<file path="src/rtl/alu_iter_shifter_pkg.sv">
// Shared encodings for the iterative shift unit: operation codes and FSM states.
package alu_iter_shifter_pkg;

  typedef logic [1:0] shift_op_t;

  localparam shift_op_t SH_SLL = 2'b00;
  localparam shift_op_t SH_SRL = 2'b01;
  localparam shift_op_t SH_ROL = 2'b10;
  localparam shift_op_t SH_SRA = 2'b11;

  typedef enum logic [1:0] {
    ST_IDLE  = 2'd0,
    ST_SHIFT = 2'd1,
    ST_DONE  = 2'd2
  } state_t;

endpackage

</file>
<file path="src/rtl/alu_shift_step.sv">
// Combinational shift/rotate by a small variable distance 0..STEP_SIZE.
// Setting STEP_SIZE = OPERAND_WIDTH-1 turns it into a full barrel shifter.
module alu_shift_step
  import alu_iter_shifter_pkg::*;
#(
  parameter int OPERAND_WIDTH = 32,
  parameter int SA_WIDTH      = 5,
  parameter int STEP_SIZE     = 4
) (
  input  logic [OPERAND_WIDTH-1:0] data,
  input  shift_op_t                op,
  input  logic                     fill_bit,
  input  logic [SA_WIDTH-1:0]      amt,
  output logic [OPERAND_WIDTH-1:0] result
);

  logic                       fill;
  logic [2*OPERAND_WIDTH-1:0] wide_l;
  logic [2*OPERAND_WIDTH-1:0] wide_r;
  logic [2*OPERAND_WIDTH-1:0] tmp;

  // Right shifts see a sign-extended (SRA) or zero-extended upper half.
  assign fill   = (op == SH_SRA) ? fill_bit : 1'b0;
  assign wide_l = {data, data};
  assign wide_r = {{OPERAND_WIDTH{fill}}, data};

  // Only distances up to STEP_SIZE are decoded, keeping the mux narrow.
  always_comb begin
    result = data;
    tmp    = '0;
    for (int k = 1; k <= STEP_SIZE; k++) begin
      if (amt == SA_WIDTH'(k)) begin
        case (op)
          SH_SLL: result = data << k;
          SH_ROL: begin
            tmp    = wide_l << k;
            result = tmp[2*OPERAND_WIDTH-1:OPERAND_WIDTH];
          end
          default: begin
            tmp    = wide_r >> k;
            result = tmp[OPERAND_WIDTH-1:0];
          end
        endcase
      end
    end
  end

endmodule

</file>
<file path="src/rtl/alu_iter_shifter.sv">
// Iterative multi-cycle shifter (SLL/SRL/SRA/ROL) for the execute stage.
// Handshake: start_in is taken on an edge where ready_out=1 and flush_in=0; done_out pulses one cycle with result_out valid.
module alu_iter_shifter
  import alu_iter_shifter_pkg::*;
#(
  parameter int OPERAND_WIDTH = 32,
  parameter int SA_WIDTH      = 5,
  parameter int STEP_SIZE     = 4
) (
  input  logic                     clk,
  input  logic                     rst,
  input  logic                     start_in,
  input  logic [1:0]               op_in,
  input  logic [OPERAND_WIDTH-1:0] data_in,
  input  logic [OPERAND_WIDTH-1:0] src2_in,
  input  logic                     flush_in,
  output logic                     ready_out,
  output logic                     done_out,
  output logic [OPERAND_WIDTH-1:0] result_out,
  output logic [SA_WIDTH-1:0]      sa_out
);

  localparam logic [SA_WIDTH-1:0] STEP_MAX = SA_WIDTH'(STEP_SIZE);

  state_t                    state;
  state_t                    state_next;
  logic [OPERAND_WIDTH-1:0]  work;
  logic [OPERAND_WIDTH-1:0]  step_result;
  logic [SA_WIDTH-1:0]       rem;
  logic [SA_WIDTH-1:0]       rem_next;
  logic [SA_WIDTH-1:0]       step;
  logic [SA_WIDTH-1:0]       sa_in;
  shift_op_t                 op_q;
  logic                      sign_q;
  logic                      accept;
  logic                      src2_unused;

  assign sa_in       = src2_in[SA_WIDTH-1:0];
  assign src2_unused = ^src2_in[OPERAND_WIDTH-1:SA_WIDTH];
  assign accept      = (state == ST_IDLE) && start_in && !flush_in;
  assign step        = (rem > STEP_MAX) ? STEP_MAX : rem;
  assign rem_next    = rem - step;

  alu_shift_step #(
    .OPERAND_WIDTH (OPERAND_WIDTH),
    .SA_WIDTH      (SA_WIDTH),
    .STEP_SIZE     (STEP_SIZE)
  ) u_step (
    .data     (work),
    .op       (op_q),
    .fill_bit (sign_q),
    .amt      (step),
    .result   (step_result)
  );

  always_ff @(posedge clk or posedge rst) begin
    if (rst) state <= ST_IDLE;
    else     state <= state_next;
  end

  always_comb begin
    state_next = state;
    if (flush_in) begin
      state_next = ST_IDLE;
    end else begin
      case (state)
        ST_IDLE:  if (start_in) state_next = (sa_in == '0) ? ST_DONE : ST_SHIFT;
        ST_SHIFT: if (rem_next == '0) state_next = ST_DONE;
        ST_DONE:  state_next = ST_IDLE;
        default:  state_next = ST_IDLE;
      endcase
    end
  end

  always_comb begin
    ready_out = (state == ST_IDLE);
    done_out  = (state == ST_DONE);
  end

  // result_out loads on the edge entering DONE; a flush never touches it.
  always_ff @(posedge clk or posedge rst) begin
    if (rst) begin
      work       <= '0;
      rem        <= '0;
      op_q       <= SH_SLL;
      sign_q     <= 1'b0;
      sa_out     <= '0;
      result_out <= '0;
    end else if (accept) begin
      work   <= data_in;
      rem    <= sa_in;
      op_q   <= op_in;
      sign_q <= data_in[OPERAND_WIDTH-1];
      sa_out <= sa_in;
      if (sa_in == '0) result_out <= data_in;
    end else if (state == ST_SHIFT && !flush_in) begin
      work <= step_result;
      rem  <= rem_next;
      if (rem_next == '0) result_out <= step_result;
    end
  end

endmodule

</file>
<file path="config.mk">
export PLATFORM = sky130hd
export DESIGN_NAME = alu_iter_shifter
export DESIGN_NICKNAME = d
export VERILOG_FILES = /design/src/rtl/alu_iter_shifter_pkg.sv /design/src/rtl/alu_shift_step.sv /design/src/rtl/alu_iter_shifter.sv
export SDC_FILE = /design/constraint.sdc
export NUM_CORES = 1
export LEC_CHECK = 0
export CORE_MARGIN = 1
export CORE_UTILIZATION = 50
export CTS_CLUSTER_SIZE = 28
export DETAILED_ROUTE_END_ITERATION = 16
export PLACE_DENSITY = 0.88
export SETUP_SLACK_MARGIN = 0.02
export SYNTH_ARGS = -nofsm -noshare
export SYNTH_HDL_FRONTEND = slang
export SYNTH_SLANG_ARGS = --single-unit
export TNS_END_PERCENT = 1
</file>
<file path="constraint.sdc">
create_clock -name clk -period 8.35 [get_ports clk]
set_input_delay 1.67 -clock clk [delete_from_list [all_inputs] [get_ports clk]]
set_output_delay 1.67 -clock clk [all_outputs]
set_load 0.02 [all_outputs]
</file>
; ---- After elaboration in Yosys (flattened, before gate mapping)
; Cells that the tools add are included.
[classes]
n_addsub = 1
multipliers = 0
div_mod_pow = 0
order_cmp = 1
n_eq_ne = 11
shifts = 0
n_mux = 23
n_bitwise = 0
n_reduce_logical = 12
[op_table]
columns = operator, n
row1 = two-way mux 32 bit, 10
row2 = one-hot mux 32 bit (2 select lines), 4
row3 = two-way mux 5 bit, 3
row4 = "equality test 5 x 2 -> 1 bit, second input constant", 2
row5 = logical NOT 5 bit, 2
row6 = two-way mux 2 bit, 4
row7 = "equality test 2 bit, second input constant", 3
row8 = "inequality test 3 bit, second input constant", 2
row9 = "equality test 5 x 1 -> 1 bit, second input constant", 1
row10 = "equality test 5 x 3 -> 1 bit, second input constant", 1
row11 = "greater-than comparator 5 x 3 -> 1 bit, second input constant", 1
row12 = subtractor 5 bit, 1
row13 = logical NOT 2 bit, 2
row14 = one-hot mux 2 bit (2 select lines), 1
row15 = nonzero test 2 bit, 2
row16 = logical AND 1 bit, 3
row17 = AND reduction 3 bit, 1
row18 = "equality test 2 x 1 -> 1 bit, second input constant", 1
row19 = "inequality test 2 x 1 -> 1 bit, second input constant", 1
row20 = AND reduction 2 bit, 1
row21 = logical NOT 1 bit, 1
row22 = two-way mux 1 bit, 1
[word_totals]
reg_bits = 79
latch_bits = 0
mem_bits_rw = 0
mem_bits_ro = 0
word_cells = 55
mem_count = 0

; ---- Longest topological paths before layout
[logic_depth]
ltp_word = 10
mapped_depth = 12
ltp_nobuf = 8

; ---- Modules after synthesis
; A second synthesis with hierarchy kept.
[unflattened]
cells_unflattened = 729
area_unflattened_um2 = 6034.5
[modules_own_cells]
columns = module, n_inst, cells_each, area_per_inst_um2, seq_area_each_um2
row1 = alu_iter_shifter, 1, 369, 3706.1, 1976.9
row2 = alu_shift_step, 1, 360, 2328.5, 0.0

; ---- Worst setup path before layout
; No wires, ideal clock.
[synth_path]
kind = input to register
from = in flush_in
to = reg result_out[10]
setup_ns = 0.128
arrival_ns = 2.985
required_ns = 8.222
path_slack_ns = 5.237
stages = 5
cell_sequence = or4b_1 -> clkbuf_1 -> o22a_1 -> buf_6 -> mux2_1
[synth_between]
elab_chain_cells = 4
word_cells_on_any_way = 8
classes_between = 1 x eq/ne / 1 x mux / 6 x reduce/logical
[synth_rtl]
columns = item, line_no
row1 = "start, declared", alu_iter_shifter.sv:16  ; input logic flush_in,
row2 = logical NOT 1 bit (*), "alu_iter_shifter.sv:40, alu_iter_shifter.sv:96"
row3 = logical AND 1 bit (on tied branches), "alu_iter_shifter.sv:40, alu_iter_shifter.sv:96"
row4 = inequality test 2 x 1 -> 1 bit (no line) or nonzero test 2 bit (tied branches), n/a
row5 = AND reduction 3 bit (no line), n/a
row6 = "end signal, assigned", alu_iter_shifter.sv:95  ; if (sa_in == '0) result_out <= data_in;
row7 = "end signal, assigned", alu_iter_shifter.sv:99  ; if (rem_next == '0) result_out <= step_result;
row8 = "end, declared", alu_iter_shifter.sv:19  ; output logic [OPERAND_WIDTH-1:0] result_out,
; Every way passes the cells marked *; elsewhere a longest branch is shown, timed or not.
; A chain may end at the register's enable or synchronous reset.

; ---- Final worst setup path
[layout_path]
from = in flush_in
to = reg result_out[12]
; The elaborated chain is that of the path after synthesis.

==> impl_metrics.csv <==
group,metric,value,unit
synthesis,synth_edf_count,0,
timing,setup_viol,0,
final_layout,nFillCells,921,
floorplanning,die_w,110,um
setup_path,cp_cell_sequence,"clkdlybuf4s50_1 > or4b_2 > buf_4 > o22a_1 > buf_4 > mux2_1",
synthesis,syn_area,5790,sq um
synthesis,ys_seq_area_share,34.1,%
synthesis,ys_async_sr_fraction,100,%
final_layout,nets,814,
clock_tree,cts_sinks,79,
setup_path,worst-path-buf-inv,3,
timing,relSlewSlack,29.0,%
worst_hold_path,min_to,"sa_out[3]",
power_and_ir_drop,power.switching,1.26,mW
clock_tree,clk_pin_slew_worst_paths,0.06,ns
setup_path,r2r-end,"result_out[12]",
global_route,grt_remaining_overflow,0,
synthesis,synth_warnings,0,
setup_path,crit_path_start,"flush_in",
clock_tree,cts_buffers,9,
clock_tree,clockRootBuffer,"clkbuf_16",
worst_hold_path,min_path_type,"reg -> reg",
clock_tree,cts_tree,"yes",
setup_path,critPathKind,"in -> reg",
detailed_routing,wl_per_cell,19.0,um
power_and_ir_drop,share_seq_of_total_power,28.6,%
setup_path,cp-start-kind,"primary input",
global_route,grt_max_degree,114,
floorplanning,die_h,110,um
setup_path,arrival,4.58,ns
timing,max_freq,230,MHz
detailed_routing,highest_layer,"met4",
final_layout,antennaDiodeCount,0,
timing,worst_slew_pin_slew,1.06,ns
clock_tree,cts_setup_buffers,0,
worst_hold_path,whs_path_depth,2,
detailed_routing,routed-via-count,5955,
setup_path,ff2ff_setup_slack,4.44,ns
synthesis,syn_area_per_cell,8.24,sq um
run_status,status,"complete, no violations",
setup_path,cpPeakStageDelay,0.78,ns
timing,hold_viol,0,
final_layout,area_growth_syn_to_layout,18.7,%
detailed_routing,wl_met2,7770,um
timing,maxSlewViolCount,0,
setup_path,cp-end-kind,"flop",
power_and_ir_drop,power_density,386,nW/um^2
synthesis,synth_cells,703,
detailed_routing,antenna_left,0,
global_route,first_global_vias,5592,
setup_path,crit_required,8.57,ns
clock_tree,cts_resized,0,
timing,rsz0062_at_grt,"false",
synthesis,synth_nets,774,
synthesis,ys_ff_latch,79,
placement,place_inst,872,
power_and_ir_drop,power_frac_clock,14.2,%
detailed_routing,drtPass1Iterations,5,
setup_path,r2r-start,"rem[2]",
clock_tree,cts_hold_buf,0,
final_layout,fin_cells,888,
timing,hold-worst-slack,0.476,ns
floorplanning,rows,38,
timing,tns,0,ns
floorplanning,fp.dieArea,12000,sq um
timing,fin_crit_sh,52.2,%
setup_path,crit_top_cell,"buf_4",
placement,port_buffers,81,
synthesis,ys.flop_type,"dfrtp_1",
power_and_ir_drop,leakage,2.80,nW
detailed_routing,route.met3.wl,1500,um
power_and_ir_drop,ir_worst_vdd,0.218,mV
setup_path,worst_path_max_delay_cell,"o22a_1",
power_and_ir_drop,p_sw_share,47.4,%
power_and_ir_drop,fin_total_pwr,2.65,mW
clock_tree,htree_levels,3,
setup_path,worst-path-max-fanout,68,
setup_path,crit_family,"buffers and inverters",
timing,clock_skew,0.00827,ns
global_route,antenna_found_initial,0,
floorplanning,core_area,11100,sq um
run,drv_cap,0,
setup_path,ff2ff_path_depth,10,
global_route,grtUsageTotal,29.1,%
final_layout,drive_gt1_share,5.21,%
floorplanning,ios,109,
placement,gp_congestion,0.897,
clock_tree,insertion_delay,0.35,ns
power_and_ir_drop,comb_power_share,57.2,%
worst_hold_path,worstHoldStart,"sa_out[3]",
detailed_routing,viasPerCell,6.71,
timing,min_period,4.36,ns
synthesis,synth_cell_types,55,
final_layout,final_core_util,62.1,%
detailed_routing,drt_wl_total,16800,um
power_and_ir_drop,internal-power,1.39,mW
global_route,grt_first_pass_wirelength,27600,um
detailed_routing,drc_errors,0,
detailed_routing,first_iter_violations,705,
placement,dp_hpwl,10800,um
detailed_routing,met1_length,7150,um
floorplanning,start_util,52.3,%
clock_tree,cts.path.max_buffers,2,
## worst max path at each step
stage          slack [ns]              to  cells past startpoint
2_1_floorplan        4.66         op_q[0]                      1
6_report             3.99  result_out[12]                      6
4_1_cts              4.01  result_out[12]                      6
3_3_place_gp         3.75   result_out[4]                      6
5_1_grt              3.88  result_out[10]                      6
3_5_place_dp         3.67  result_out[12]                      6
## worst min-delay path: stages (launching register included)
cell and delay (ns):
dfrtp_1 0.34, nand2_1 0.05, nand2_1 0.05
## registers in the layout, summed over array words and instances (netlist names)
register    count
result_out     32
sign_q          1
work           32
op_q            2
sa_out          5
rem             5
state           2
## per-stage QoR
| step | setup WS, ns | instance area (sq um) |
|---|---|---|
| after global routing | 3.88 | 6880 |
| after global placement | 3.75 | 6590 |
| after floorplan | 4.66 | 5790 |
| after detailed placement | 3.67 | 6590 |
| final | 3.99 | 6880 |
| after CTS | 4.01 | 6880 |
## placed cells by master (no fill, tap or decap), types with 2 or more instances in the layout
cell type and instances:
a211oi_1 27, nand2b_1 45, and3_1 22, a22o_1 3
nand3_1 15, mux2_2 2, o221ai_1 5, nor2b_1 3
mux2_1 29, mux2i_1 20, a41oi_1 2, a22oi_1 2
a31oi_1 7, a221oi_1 22, nor2_1 76, a21oi_1 44
a32oi_1 2, nand2_1 97, inv_6 2, and3b_1 2
o211ai_1 5, nor3_1 24, clkbuf_16 9, a311oi_1 26
o22ai_1 5, dfrtp_1 78, nand4_1 2, o211a_1 3
clkinvlp_4 4, a221o_1 23, o311ai_0 3, o21ai_0 15
buf_4 12, clkdlybuf4s50_1 81, inv_1 3, nand3b_1 4
and2_1 2
## layer usage
metal	global-route usage (%)	vias up
li1	-	2713
met1	39.5	2836
met2	45.6	363
met3	5.33	43
met4	12.6	0
met5	0	-
## cells in the mapped netlist (2+ instances only)
master	count	area share, %
nand2_1	97	6.3
dfrtp_1	79	34
nor2_1	76	4.9
nand2b_1	45	4.9
a21oi_1	44	3.8
clkbuf_1	37	2.4
mux2_1	29	5.6
a211oi_1	27	3.5
a311oi_1	26	3.9
nor3_1	24	2.1
a221o_1	23	4.0
buf_2	23	2.0
a221oi_1	22	3.3
and3_1	22	2.4
mux2i_1	20	3.5
nand3_1	15	1.3
o21ai_0	15	1.3
a31oi_1	7	0.76
o211ai_1	5	0.65
o221ai_1	5	0.76
o22ai_1	5	0.54
inv_1	4	0.26
nand3b_1	4	0.52
a22o_1	3	0.45
buf_6	3	0.58
nor2b_1	3	0.32
o211a_1	3	0.52
o311ai_0	3	0.45
a22oi_1	2	0.26
a32oi_1	2	0.30
a41oi_1	2	0.30
and2_1	2	0.22
and3b_1	2	0.30
mux2_2	2	0.39
nand4_1	2	0.22
## power groups by stage
stage               combinational, mW  sequential (mW)  clock, mW
floorplan                        1.01            0.776          0
global placement                 1.43            0.746          0
detailed placement               1.48            0.751          0
CTS                              1.49            0.748      0.378
global route                     1.66            0.782      0.394
finish                           1.52            0.759      0.376
## cell families after synthesis
| logic type | after synthesis | share of synthesized area (%) |
|---|---|---|
| AOI/OAI and AO/OA | 202 | 25.9 |
| xor gates and xnor gates | 1 | 0.151 |
| adders and majority gates | 1 | 0.216 |
| buffers and inverters | 68 | 5.29 |
| DFF | 79 | 34.1 |
| muxes | 51 | 9.48 |
| other | 1 | 0.0647 |
| and+or+nand+nor | 300 | 24.7 |
## final cells by class
cell class | instances | area, sq um | area share, %
timing repair buffer | 93 | 901 | 13.1
sequential | 79 | 1980 | 28.8
clock inverter | 7 | 56.3 | 0.819
tap | 140 | 175 | 2.55
inverter | 4 | 16.3 | 0.237
multi-input combinational | 556 | 3520 | 51.2
clock buffer | 9 | 225 | 3.28
Power figures use the tool's default switching activity.
